--- config.mk ---
export PLATFORM = sky130hd
export DESIGN_NAME = sram_stream_reader
export DESIGN_NICKNAME = d
export VERILOG_FILES = /design/src/rtl/sram_stream_reader_pkg.sv /design/src/rtl/sram_stream_fifo2.sv /design/src/rtl/sram_stream_reader.sv
export SDC_FILE = /design/constraint.sdc
export NUM_CORES = 1
export LEC_CHECK = 0
export ABC_AREA = 1
export CORE_MARGIN = 8
export CORE_UTILIZATION = 56
export DETAILED_ROUTE_END_ITERATION = 8
export GPL_ROUTABILITY_DRIVEN = 0
export PLACE_DENSITY = 0.86
export SLEW_MARGIN = 10
export SYNTH_ARGS = -nofsm -noshare
export SYNTH_HDL_FRONTEND = slang
export SYNTH_SLANG_ARGS = --single-unit
--- constraint.sdc ---
create_clock -name clk -period 11.18 [get_ports clk]
set_clock_uncertainty 0.2 [all_clocks]
set_input_delay 1.118 -clock clk [delete_from_list [all_inputs] [get_ports clk]]
set_output_delay 1.118 -clock clk [all_outputs]
set_load 0.01 [all_outputs]
--- src/rtl/sram_stream_reader_pkg.sv ---
// Shared definitions for the SRAM stream reader: SRAM pin polarities and FSM encoding.
package sram_stream_reader_pkg;

    localparam logic CS_ACTIVE = 1'b0;
    localparam logic WE_READ   = 1'b1;

    localparam int FIFO_ENTRIES = 2;

    typedef enum logic {
        ST_IDLE = 1'b0,
        ST_RUN  = 1'b1
    } state_t;

endpackage : sram_stream_reader_pkg

--- src/rtl/sram_stream_fifo2.sv ---
// Two-entry synchronous FIFO with push/pop, full/empty/level and a flush that empties it.
module sram_stream_fifo2 #(
    parameter int WIDTH = 32
) (
    input  logic             clk,
    input  logic             rst,
    input  logic             flush_i,
    input  logic             push_i,
    input  logic [WIDTH-1:0] data_i,
    input  logic             pop_i,
    output logic [WIDTH-1:0] data_o,
    output logic             full_o,
    output logic             empty_o,
    output logic [1:0]       level_o
);

    logic [WIDTH-1:0] mem_q [2];
    logic             wr_ptr_q, wr_ptr_d;
    logic             rd_ptr_q, rd_ptr_d;
    logic [1:0]       level_q, level_d;
    logic             do_push, do_pop;

    assign full_o  = (level_q == 2'd2);
    assign empty_o = (level_q == 2'd0);
    assign level_o = level_q;
    assign data_o  = mem_q[rd_ptr_q];

    // A push into a full FIFO is only honoured when the head leaves in the same cycle.
    assign do_pop  = pop_i && !empty_o;
    assign do_push = push_i && (!full_o || do_pop);

    always_comb begin
        wr_ptr_d = wr_ptr_q;
        rd_ptr_d = rd_ptr_q;
        level_d  = level_q;
        if (flush_i) begin
            wr_ptr_d = 1'b0;
            rd_ptr_d = 1'b0;
            level_d  = 2'd0;
        end else begin
            if (do_push) begin
                wr_ptr_d = ~wr_ptr_q;
            end
            if (do_pop) begin
                rd_ptr_d = ~rd_ptr_q;
            end
            level_d = level_q + {1'b0, do_push} - {1'b0, do_pop};
        end
    end

    always_ff @(posedge clk) begin
        if (rst) begin
            wr_ptr_q <= 1'b0;
            rd_ptr_q <= 1'b0;
            level_q  <= 2'd0;
        end else begin
            wr_ptr_q <= wr_ptr_d;
            rd_ptr_q <= rd_ptr_d;
            level_q  <= level_d;
        end
    end

    for (genvar gi = 0; gi < 2; gi++) begin : g_entry
        always_ff @(posedge clk) begin
            if (rst) begin
                mem_q[gi] <= '0;
            end else if (do_push && !flush_i && (wr_ptr_q == 1'(gi))) begin
                mem_q[gi] <= data_i;
            end
        end
    end

endmodule : sram_stream_fifo2

--- src/rtl/sram_stream_reader.sv ---
// Reads a contiguous run of SRAM words and streams them out on valid/ready at full rate.
// Optional abort input enabled by defining SRAM_STREAM_READER_ABORT_EN.
module sram_stream_reader
    import sram_stream_reader_pkg::*;
#(
    parameter int WIDTH = 32,
    parameter int DEPTH = 512,
    localparam int AW = $clog2(DEPTH)
) (
    input  logic               clk,
    input  logic               rst,
    input  logic               start,
    input  logic [AW-1:0]      start_addr,
    input  logic [AW:0]        len,
    output logic               busy,
    output logic               done,
    output logic               sram_cs_n,
    output logic               sram_we_n,
    output logic [WIDTH/8-1:0] sram_be_n,
    output logic [AW-1:0]      sram_addr,
    input  logic [WIDTH-1:0]   sram_rdata,
    output logic               out_valid,
`ifdef SRAM_STREAM_READER_ABORT_EN
    input  logic               abort,
`endif
    output logic [WIDTH-1:0]   out_data,
    output logic               out_last,
    input  logic               out_ready
);

    localparam logic [AW:0] LEN_ONE = {{AW{1'b0}}, 1'b1};

    state_t        state_q, state_d;
    logic [AW-1:0] addr_q, addr_d;
    logic [AW:0]   issue_left_q, issue_left_d;
    logic [AW:0]   out_left_q, out_left_d;
    logic          rd_pend_q;
    logic          done_q, done_d;

    logic          handshake;
    logic          issue_room;
    logic          issue;
    logic          abort_hit;
    logic          fifo_full, fifo_empty;
    logic [1:0]    fifo_level;

`ifdef SRAM_STREAM_READER_ABORT_EN
    assign abort_hit = abort && (state_q == ST_RUN);
`else
    assign abort_hit = 1'b0;
`endif

    assign handshake = out_valid && out_ready;

    // Room = free entries (counting the one leaving this cycle) minus the read already in flight.
    assign issue_room = rd_pend_q ? ((fifo_level == 2'd0) || (handshake && !fifo_full))
                                  : (!fifo_full || handshake);

    assign issue = !rst && !abort_hit && (state_q == ST_RUN)
                   && (issue_left_q != '0) && issue_room;

    always_comb begin
        state_d      = state_q;
        addr_d       = addr_q;
        issue_left_d = issue_left_q;
        out_left_d   = out_left_q;
        done_d       = 1'b0;
        unique case (state_q)
            ST_IDLE: begin
                if (start) begin
                    if (len != '0) begin
                        addr_d       = start_addr;
                        issue_left_d = len;
                        out_left_d   = len;
                        state_d      = ST_RUN;
                    end else begin
                        done_d = 1'b1;
                    end
                end
            end
            ST_RUN: begin
                if (abort_hit) begin
                    issue_left_d = '0;
                    out_left_d   = '0;
                    done_d       = 1'b1;
                    state_d      = ST_IDLE;
                end else begin
                    if (issue) begin
                        addr_d       = addr_q + 1'b1;
                        issue_left_d = issue_left_q - 1'b1;
                    end
                    if (handshake) begin
                        out_left_d = out_left_q - 1'b1;
                        if (out_left_q == LEN_ONE) begin
                            done_d  = 1'b1;
                            state_d = ST_IDLE;
                        end
                    end
                end
            end
            default: state_d = ST_IDLE;
        endcase
    end

    always_ff @(posedge clk) begin
        if (rst) begin
            state_q      <= ST_IDLE;
            addr_q       <= '0;
            issue_left_q <= '0;
            out_left_q   <= '0;
            rd_pend_q    <= 1'b0;
            done_q       <= 1'b0;
        end else begin
            state_q      <= state_d;
            addr_q       <= addr_d;
            issue_left_q <= issue_left_d;
            out_left_q   <= out_left_d;
            rd_pend_q    <= issue;
            done_q       <= done_d;
        end
    end

    // Read data is only sampled in the cycle right after its select.
    sram_stream_fifo2 #(
        .WIDTH (WIDTH)
    ) u_fifo (
        .clk     (clk),
        .rst     (rst),
        .flush_i (abort_hit),
        .push_i  (rd_pend_q && !abort_hit),
        .data_i  (sram_rdata),
        .pop_i   (handshake && !abort_hit),
        .data_o  (out_data),
        .full_o  (fifo_full),
        .empty_o (fifo_empty),
        .level_o (fifo_level)
    );

    assign out_valid = !fifo_empty;
    assign out_last  = out_valid && (out_left_q == LEN_ONE);
    assign busy      = (state_q == ST_RUN);
    assign done      = done_q;
    assign sram_cs_n = issue ? CS_ACTIVE : ~CS_ACTIVE;
    assign sram_we_n = WE_READ;
    assign sram_be_n = '1;
    assign sram_addr = addr_q;

endmodule : sram_stream_reader

==> flow_metrics.env, run 1 <==
export IMPL_power_leakage_nw=2.84
export IMPL_final_hold_violation_count=0
export IMPL_clk_root_buffer_cell="sky130_fd_sc_hd__clkbuf_8"
export IMPL_period_share_pct=37.0
export IMPL_worstPathRequired_ps=9860
export IMPL_register_cell_area_after_layout_sq_um=2660
export IMPL_crit_path_cell_trace="clkdlybuf4s50_1 -> nor2_1 -> nand2_1 -> nor2_2 -> nand2_2 -> clkdlybuf4s50_1"
export IMPL_synthesis_instances=622
export IMPL_clock_sinks=101
export IMPL_synth_cell_types=29
export IMPL_synth_seq_area_share_pct=51.5
export IMPL_post_cts_resized_instances=0
export IMPL_postRouteWirelength_microns=12000
export IMPL_final_common_cell="sky130_fd_sc_hd__nand2_1"
export IMPL_global_route_wire_length_before_repair_microns=19700
export IMPL_initial_utilization_pct=56.7
export IMPL_timing_fmax_mhz=241
export IMPL_placement_cell_area_sq_um=6210
export IMPL_multi_input_area_sq_um=2090
export IMPL_grt_start_max_net_pins=34
export IMPL_final_cell_count_no_fill=828
export IMPL_max_cap_viol_count=0
export IMPL_htreeDepth=3
export IMPL_num_fill_cells=693
export IMPL_die_w_microns=112
export IMPL_yosysWarnings=0
export IMPL_final_max_slew_viol_count=0
export IMPL_cts_tree="yes"
export IMPL_layout_cell_area_non_filler_sq_um=6430
export IMPL_first_global_vias=4223
export IMPL_count_of_inserted_antenna_diode_cells=0
export IMPL_crit_path_end_kind="primary output"
export IMPL_cts_setup_buffers=0
export IMPL_die_height_microns=112
export IMPL_rsz0062_at_grt="no"
export IMPL_detail_route_first_pass_iterations=4
export IMPL_critPathArrivalTime_ps=2820
export IMPL_core_area_sq_um=9110
export IMPL_drive_above_1_share_pct=8.93
export IMPL_timing_critical_path_slowest_cell_delay_ps=790
export IMPL_most_common_layout_cells="sky130_fd_sc_hd__nand2_1 (136), sky130_fd_sc_hd__nor2_1 (132), sky130_fd_sc_hd__clkdlybuf4s50_1 (100)"
export IMPL_placement_io_buffers=100
export IMPL_cts_buffers_inserted=9
export IMPL_finalSetupViolCount=0
export IMPL_cts_max_path_buffers=2
export IMPL_design_final_nets=773
export IMPL_area_growth_synth_to_final_pct=24.4
export IMPL_clock_insertion_delay_worst_skew_ps=360
export IMPL_hold_path_startpoint="issue_left_q[1]$_SDFFE_PP0P_"
export IMPL_post_drt_wl_per_cell_microns=14.5
export IMPL_max_vdd_ir_drop_uv=88.3
export IMPL_postSynthRegisterBits=101
export IMPL_ctsHoldBuffers=0
export IMPL_cp_common_cell="sky130_fd_sc_hd__clkdlybuf4s50_1"
export IMPL_critPathLaunchType="primary input"
export IMPL_powerDensity_nw_per_um2=158
export IMPL_critical_path_reg2reg_startpoint="u_fifo.level_o[0]$_SDFF_PP0_"
export IMPL_std_cell_rows=35
export IMPL_drt_iter0_markers=234
export IMPL_tns_ps=0
export IMPL_placed_cells=812
export IMPL_route_detailed_drc=0
export IMPL_critical_path_startpoint="rst"
export IMPL_period_needed_ps=4140
export IMPL_cts_clk_slew_worst_paths_ps=90
export IMPL_worstHoldPathType="reg2reg"
export IMPL_critical_path_peak_fanout=15
export IMPL_mappedNetlistArea_sq_um=5170
export IMPL_io_pins=106
export IMPL_grt_util_all_layers_pct=18.9
export IMPL_floorplan_die_area_sq_um=12600
export IMPL_final_hpwl_from_detailed_placement_microns=8550
export IMPL_timing_worst_setup_path_type="in2out"
export IMPL_cp_slowest_cell="sky130_fd_sc_hd__clkdlybuf4s50_1"
export IMPL_route_detailed_vias_per_inst=5.25
export IMPL_antenna_found_initial=0
export IMPL_outcome="finished, final reports clean"
export IMPL_gr_total_overflow=0
export IMPL_worst_pin_slew_ps=1070
export IMPL_maxSlewHeadroom_pct=28.4
export IMPL_fin_total_pwr_mw=1.01
export IMPL_synth_area_per_cell_sq_um=8.31
export IMPL_drtAntennaViolNets=0
export IMPL_vias=4346
## sequential cells by signal, indices dropped and copies added (netlist names), 2 cells and up, named ones only
register        flops
issue_left_q       10
out_left_q         10
sram_addr           9
u_fifo.level_o      2
u_fifo.mem_q       64
## cells in the mapped netlist (all sizes together)
cell type / number / area, sq um
nand4: 4 / 25.0
buf: 16 / 118
o21ai: 24 / 124
nor3: 2 / 10.0
mux2: 32 / 360
dfxtp: 37 / 741
edfxtp: 64 / 1920
clkbuf: 13 / 48.8
or2: 2 / 12.5
nand2: 140 / 554
conb: 1 / 3.75
ha: 6 / 75.1
nor2: 138 / 533
inv: 75 / 284
a21oi: 19 / 95.1
nand3b: 1 / 7.51
nand3: 44 / 220
xor2: 4 / 35.0
## power by group
part	switching [mW]	internal, mW	total [mW]
logic	0.166	0.149	0.314
clock network	0.132	0.114	0.246
registers	0.0208	0.433	0.454
## layout make-up
cell class	count	share of cell area (%)
Sequential cell	101	41.4
Multi-Input combinational cell	421	32.6
Timing Repair Buffer	104	16.0
Inverter	75	4.42
Tap cell	111	2.16
Clock buffer	10	2.14
Clock inverter	6	1.27
## through the flow
| step | worst slack, ps | hold slack (ps) | utilization [%] |
|---|---|---|---|
| 2_1_floorplan | 6830 | 226 | - |
| 3_3_place_gp | 7060 | 236 | 68.2 |
| 3_5_place_dp | 7040 | 249 | 68.2 |
| 4_1_cts | 7040 | 274 | 70.6 |
| 5_1_grt | 6960 | 304 | 70.6 |
| 6_report | 7040 | 272 | 70.6 |
## routing by layer
layer	up-vias	track usage, %	wire length [microns]
met5	-	0	0
met4	0	5.13	160
met3	15	5.10	834
met2	153	32.2	5800
met1	2024	23.2	5190
li1	2154	-	-
## critical path: cells and delay by family
| kind | cells | cell delay, ps |
|---|---|---|
| buffers and inverters | 2 | 1360 |
| AND/OR/NAND/NOR | 4 | 340 |
## cell families after synthesis
| kind of cell | share of synthesized area, % |
|---|---|
| other cells | 0.0726 |
| flops | 51.5 |
| buf+inv | 8.71 |
| xor+xnor | 0.678 |
| compound gates | 4.24 |
| simple gates | 26.4 |
| fa+ha+maj | 1.45 |
| mux | 6.97 |
## path summary, 6_finish.rpt
| kind | to | slack, ps | cells past startpoint |
|---|---|---|---|
| worst max-delay path | sram_cs_n | 7040 | 6 |
| worst max register to register | u_fifo.mem_q[1][22]$_SDFFCE_PN0P_ | 9020 | 4 |
| worst min register to register | issue_left_q[1]$_SDFFE_PP0P_ | 270 | 2 |
| worst min-delay path | issue_left_q[1]$_SDFFE_PP0P_ | 270 | 2 |
Power figures use the tool's default switching activity.
==> inputs of run 2 (changes only) <==
--- a/config.mk
+++ b/config.mk
@@ -7,10 +7,10 @@
 export LEC_CHECK = 0
 export ABC_AREA = 1
 export CORE_MARGIN = 8
-export CORE_UTILIZATION = 56
+export CORE_UTILIZATION = 47
 export DETAILED_ROUTE_END_ITERATION = 8
 export GPL_ROUTABILITY_DRIVEN = 0
-export PLACE_DENSITY = 0.86
+export PLACE_DENSITY = 0.77
 export SLEW_MARGIN = 10
 export SYNTH_ARGS = -nofsm -noshare
 export SYNTH_HDL_FRONTEND = slang
==> constraint.sdc (replaced) <==
create_clock -name clk -period 3.6 [get_ports clk]
set_clock_uncertainty 0.2 [all_clocks]
set_input_delay 0.36 -clock clk [delete_from_list [all_inputs] [get_ports clk]]
set_output_delay 0.36 -clock clk [all_outputs]
set_load 0.01 [all_outputs]
==> run 2 against run 1 <==
Effect of this change:
- combinational power increased to 3.1 times the previous value
- non-clock buffer count increased by 1
- critical path type unchanged
- sequential cell count unchanged
- register-to-register slack got worse by 7600 ps
- cell area up 0.12%
- utilization is 11 points lower
- sequential share of layout area about the same
==> flow_metrics.env, run 2 (synthesis results as in run 1) <==
export IMPL_die_height_microns=121
export IMPL_floorplan_die_area_sq_um=14600
export IMPL_post_cts_resized_instances=0
export IMPL_placement_io_buffers=100
export IMPL_timing_rr_end="u_fifo.mem_q[1][31]$_SDFFCE_PN0P_"
export IMPL_critical_path_reg2reg_startpoint="u_fifo.level_o[0]$_SDFF_PP0_"
export IMPL_comb_power_share_pct=31.7
export IMPL_drtAntennaViolNets=0
export IMPL_area_growth_synth_to_final_pct=24.5
export IMPL_met2WireLength_microns=5860
export IMPL_reg2regPathDepth=4
export IMPL_grt_start_max_net_pins=34
export IMPL_timing_worst_setup_path_type="in2out"
export IMPL_seqPwrFrac_pct=46.2
export IMPL_first_global_vias=4183
export IMPL_timing_fmax_mhz=373
export IMPL_worstHoldPathType="reg2reg"
export IMPL_die_w_microns=121
export IMPL_worst_setup_path_endpoint="sram_cs_n"
export IMPL_final_cell_count_no_fill=858
export IMPL_tns_ps=0
export IMPL_placed_cells=842
export IMPL_htreeDepth=3
export IMPL_final_hold_violation_count=0
export IMPL_critical_path_peak_fanout=15
export IMPL_post_route_util_pct=59.6
export IMPL_placement_cell_area_sq_um=6250
export IMPL_worst_pin_slew_ps=1050
export IMPL_maxSlewHeadroom_pct=29.6
export IMPL_route_layer_met1_wl_microns=5170
export IMPL_period_share_pct=74.4
export IMPL_outcome="finished, final reports clean"
export IMPL_core_area_sq_um=10800
export IMPL_largest_register="u_fifo.mem_q"
export IMPL_cts_clk_slew_worst_paths_ps=90
export IMPL_cts_setup_buffers=0
export IMPL_hold_slack_final_ps=266
export IMPL_drive_above_1_share_pct=8.91
export IMPL_power_leakage_nw=2.83
export IMPL_finalSetupViolCount=0
export IMPL_clock_insertion_delay_worst_skew_ps=360
export IMPL_most_common_layout_cells="sky130_fd_sc_hd__nand2_1 (136), sky130_fd_sc_hd__nor2_1 (132), sky130_fd_sc_hd__clkdlybuf4s50_1 (100)"
export IMPL_met3RoutedLength_microns=860
export IMPL_cts_max_path_buffers=2
export IMPL_period_needed_ps=2680
export IMPL_drt_iter0_markers=292
export IMPL_io_pins=106
export IMPL_powerDensity_nw_per_um2=474
export IMPL_internal_mw=2.07
export IMPL_rsz0062_at_grt="no"
export IMPL_ctsHoldBuffers=0
export IMPL_count_of_inserted_antenna_diode_cells=0
export IMPL_postRouteWirelength_microns=12000
export IMPL_critical_path_startpoint="rst"
export IMPL_fin_total_pwr_mw=3.05
export IMPL_final_common_cell="sky130_fd_sc_hd__nand2_1"
export IMPL_worst_r2r_setup_slack_ps=1460
export IMPL_critPathLaunchType="primary input"
export IMPL_route_detailed_vias_per_inst=5.07
export IMPL_topRoutingLayerUsed="met4"
export IMPL_largest_register_ffs=64
export IMPL_worstPathRequired_ps=3040
export IMPL_crit_path_end_kind="primary output"
export IMPL_critPathArrivalTime_ps=2120
export IMPL_detail_route_first_pass_iterations=5
export IMPL_design_final_nets=774
export IMPL_clock_sinks=101
export IMPL_max_cap_viol_count=0
export IMPL_cts_buffers_inserted=9
export IMPL_layout_cell_area_non_filler_sq_um=6440
export IMPL_route_detailed_drc=0
export IMPL_post_place_ws_ps=926
export IMPL_post_drt_wl_per_cell_microns=14.0
export IMPL_switching_share_pct=32.1
export IMPL_power_share_clock_pct=22.1
export IMPL_cts_tree="yes"
export IMPL_gr_total_overflow=0
export IMPL_antenna_found_initial=0
export IMPL_initial_utilization_pct=47.9
export IMPL_final_max_slew_viol_count=0
export IMPL_vias=4346
export IMPL_grt_util_all_layers_pct=16.1
export IMPL_max_vdd_ir_drop_uv=276
export IMPL_power_switching_mw=0.979
export IMPL_global_route_wire_length_before_repair_microns=19400
export IMPL_final_hpwl_from_detailed_placement_microns=8540
export IMPL_std_cell_rows=38
export IMPL_postLayoutSetupSlackWorst_ps=921
export IMPL_clk_root_buffer_cell="sky130_fd_sc_hd__clkbuf_8"
export IMPL_biggestRegsByFlops="u_fifo.mem_q: 64 flops, issue_left_q: 10 flops, out_left_q: 10 flops"
[run 2: layer usage]
metal / vias to the layer above / track usage (%)
li1: 2166 / -
met1: 2011 / 19.8
met2: 156 / 27.9
met3: 13 / 3.58
met4: 0 / 4.29
met5: - / 0
[run 2: area by class of cell]
| type | instances | area, sq um |
|---|---|---|
| fill | 921 | 4360 |
| sequential | 101 | 2660 |
| multi-input combinational | 421 | 2090 |
| timing repair buffer | 105 | 1040 |
| inverter | 75 | 284 |
| tap | 140 | 175 |
| clock buffer | 10 | 128 |
| clock inverter | 6 | 55.1 |
[run 2: worst min path at each step]
stage	from	endpoint	depth (start not counted)
floorplan	u_fifo.rd_ptr_q$_SDFFE_PP0P_	flop	1
global placement	u_fifo.rd_ptr_q$_SDFFE_PP0P_	u_fifo.rd_ptr_q$_SDFFE_PP0P_	1
detailed placement	u_fifo.rd_ptr_q$_SDFFE_PP0P_	flop	1
CTS	u_fifo.rd_ptr_q$_SDFFE_PP0P_	flop	1
global route	issue_left_q[1]$_SDFFE_PP0P_	issue_left_q[1]$_SDFFE_PP0P_	2
finish	issue_left_q[1]$_SDFFE_PP0P_	issue_left_q[1]$_SDFFE_PP0P_	2
[run 2: worst max-delay path, cell delays in order]
cell and delay, ps:
sky130_fd_sc_hd__clkdlybuf4s50_1 840, sky130_fd_sc_hd__nor2_1 100, sky130_fd_sc_hd__nand2_1 100, sky130_fd_sc_hd__nor2_2 40, sky130_fd_sc_hd__nand2_2 110, sky130_fd_sc_hd__clkdlybuf4s50_1 550
[run 2: power groups by stage]
stage	combinational, mW	clock, mW	sequential (mW)
finish	0.967	0.673	1.41
global route	1.07	0.725	1.42
CTS	0.979	0.683	1.41
detailed placement	0.974	0	1.43
global placement	0.954	0	1.43
floorplan	0.597	0	1.42
==> inputs of run 3 (changes only) <==
--- a/config.mk
+++ b/config.mk
@@ -7,10 +7,10 @@
 export LEC_CHECK = 0
 export ABC_AREA = 1
 export CORE_MARGIN = 8
-export CORE_UTILIZATION = 47
+export CORE_UTILIZATION = 52
 export DETAILED_ROUTE_END_ITERATION = 8
 export GPL_ROUTABILITY_DRIVEN = 0
-export PLACE_DENSITY = 0.77
+export PLACE_DENSITY = 0.81
 export SLEW_MARGIN = 10
 export SYNTH_ARGS = -nofsm -noshare
 export SYNTH_HDL_FRONTEND = slang
==> constraint.sdc (replaced) <==
create_clock -name clk -period 2.65 [get_ports clk]
set_clock_uncertainty 0.2 [all_clocks]
set_input_delay 0.265 -clock clk [delete_from_list [all_inputs] [get_ports clk]]
set_output_delay 0.265 -clock clk [all_outputs]
set_load 0.01 [all_outputs]
==> run 3 against run 2 <==
Effect of this change:
- first-iteration DRC count increased by 23%
- clock power increased by 29%
- register-to-register slack got worse by 760 ps
- worst setup slack got worse by 730 ps
- sequential share of layout area about the same
- critical path depth increased by 1
- largest cell class unchanged
- highest routed layer unchanged
==> flow_metrics.env, run 3 (synthesis results as in run 1) <==
export IMPL_die_w_microns=116
export IMPL_topRoutingLayerUsed="met4"
export IMPL_postLayoutSetupSlackWorst_ps=186
export IMPL_htreeDepth=3
export IMPL_final_common_cell="sky130_fd_sc_hd__nand2_1"
export IMPL_critical_path_reg2reg_startpoint="out_left_q[0]$_SDFFE_PP0P_"
export IMPL_drt_iter0_markers=360
export IMPL_cts_tree="yes"
export IMPL_placed_cells=838
export IMPL_layout_cell_area_non_filler_sq_um=6440
export IMPL_count_of_inserted_antenna_diode_cells=0
export IMPL_postRouteWirelength_microns=12600
export IMPL_antenna_found_initial=0
export IMPL_period_share_pct=93.0
export IMPL_grt_start_max_net_pins=33
export IMPL_biggestRegsByFlops="u_fifo.mem_q: 64 flops, issue_left_q: 10 flops, out_left_q: 10 flops"
export IMPL_cts_setup_buffers=0
export IMPL_post_place_ws_ps=445
export IMPL_worstHoldPathType="reg2reg"
export IMPL_first_global_vias=4287
export IMPL_outcome="finished, final reports clean"
export IMPL_clock_insertion_delay_worst_skew_ps=360
export IMPL_critPathLaunchType="flop"
export IMPL_route_detailed_drc=0
export IMPL_tns_ps=0
export IMPL_timing_worst_setup_path_type="reg2out"
export IMPL_cts_max_path_buffers=2
export IMPL_gr_total_overflow=0
export IMPL_clk_root_buffer_cell="sky130_fd_sc_hd__clkbuf_8"
export IMPL_grt_util_all_layers_pct=19.2
export IMPL_floorplan_die_area_sq_um=13400
export IMPL_worstPathRequired_ps=2180
export IMPL_final_max_slew_viol_count=0
export IMPL_core_area_sq_um=9730
export IMPL_finalSetupViolCount=0
export IMPL_route_detailed_vias_per_inst=5.12
export IMPL_most_common_layout_cells="sky130_fd_sc_hd__nand2_1 (136), sky130_fd_sc_hd__nor2_1 (132), sky130_fd_sc_hd__clkdlybuf4s50_1 (100)"
export IMPL_largest_register="u_fifo.mem_q"
export IMPL_route_layer_met1_wl_microns=5330
export IMPL_die_height_microns=116
export IMPL_std_cell_rows=36
export IMPL_io_pins=106
export IMPL_final_hold_violation_count=0
export IMPL_cts_clk_slew_worst_paths_ps=100
export IMPL_initial_utilization_pct=53.1
export IMPL_hold_path_startpoint="u_fifo.rd_ptr_q$_SDFFE_PP0P_"
export IMPL_drtAntennaViolNets=0
export IMPL_detail_route_first_pass_iterations=5
export IMPL_global_route_wire_length_before_repair_microns=20300
export IMPL_met3RoutedLength_microns=940
export IMPL_placement_cell_area_sq_um=6280
export IMPL_cts_buffers_inserted=9
export IMPL_crit_path_end_kind="primary output"
export IMPL_power_leakage_nw=2.84
export IMPL_fin_total_pwr_mw=4.12
export IMPL_critical_path_peak_fanout=4
export IMPL_final_cell_count_no_fill=854
export IMPL_final_hpwl_from_detailed_placement_microns=8990
export IMPL_critPathArrivalTime_ps=2000
export IMPL_drive_above_1_share_pct=9.02
export IMPL_period_needed_ps=2460
export IMPL_timing_fmax_mhz=406
export IMPL_rsz0062_at_grt="no"
export IMPL_met2WireLength_microns=6040
export IMPL_vias=4372
export IMPL_post_cts_resized_instances=0
export IMPL_design_final_nets=777
export IMPL_ctsHoldBuffers=0
export IMPL_critical_path_startpoint="issue_left_q[0]$_SDFFE_PP0P_"
export IMPL_max_cap_viol_count=0
export IMPL_largest_register_ffs=64
export IMPL_powerDensity_nw_per_um2=639
export IMPL_post_drt_wl_per_cell_microns=14.7
export IMPL_placement_io_buffers=100
export IMPL_max_vdd_ir_drop_uv=351
export IMPL_area_growth_synth_to_final_pct=24.6
export IMPL_clock_sinks=101
## run 3: cell count changes in the layout (fill, tap and decap cells not counted), sizes merged
cell      before  now
buf            5    8
clkinvlp       0    2
inv           78   76
## run 3: power breakdown
group,switching (mW),internal [mW],leakage [nW]
combinational,0.701,0.636,1.79
clock,0.526,0.339,0.0779
sequential,0.0909,1.82,0.971
total,1.32,2.80,2.84
## run 3: path summary, 6_finish.rpt
check / endpoint / slack [ps] / cells past startpoint
worst max register to register: out_left_q[8]$_SDFFE_PP0P_ / 700 / 10
worst max-delay path: sram_cs_n / 190 / 7
worst min register to register: flop / 260 / 1
worst min-delay path: flop / 260 / 1
## run 3: area by class of cell
class	count	area (sq um)
sequential	101	2660
fill	822	3290
inverter	75	284
clock inverter	6	37.5
clock buffer	10	128
timing repair buffer	108	1090
multi-input combinational	421	2080
tap	133	166
## run 3: critical path, stage by stage, from the launching register on
cell                              delay, ps
sky130_fd_sc_hd__dfxtp_1                330
sky130_fd_sc_hd__inv_1                   80
sky130_fd_sc_hd__ha_1                   210
sky130_fd_sc_hd__nand2_1                110
sky130_fd_sc_hd__nor2_2                 130
sky130_fd_sc_hd__nand2_1                 90
sky130_fd_sc_hd__nand2_2                120
sky130_fd_sc_hd__clkdlybuf4s50_1        560
## run 3: routing by layer
layer,track usage [%],vias up
met3,5.00,29
met5,0,-
met1,23.0,2026
met2,32.6,156
met4,6.48,0
li1,-,2161
## run 3: metrics by stage
step / utilization, % / hold slack [ps]
floorplan: - / 134
global placement: 64.5 / 236
detailed placement: 64.5 / 245
CTS: 66.2 / 260
global route: 66.2 / 290
finish: 66.2 / 259
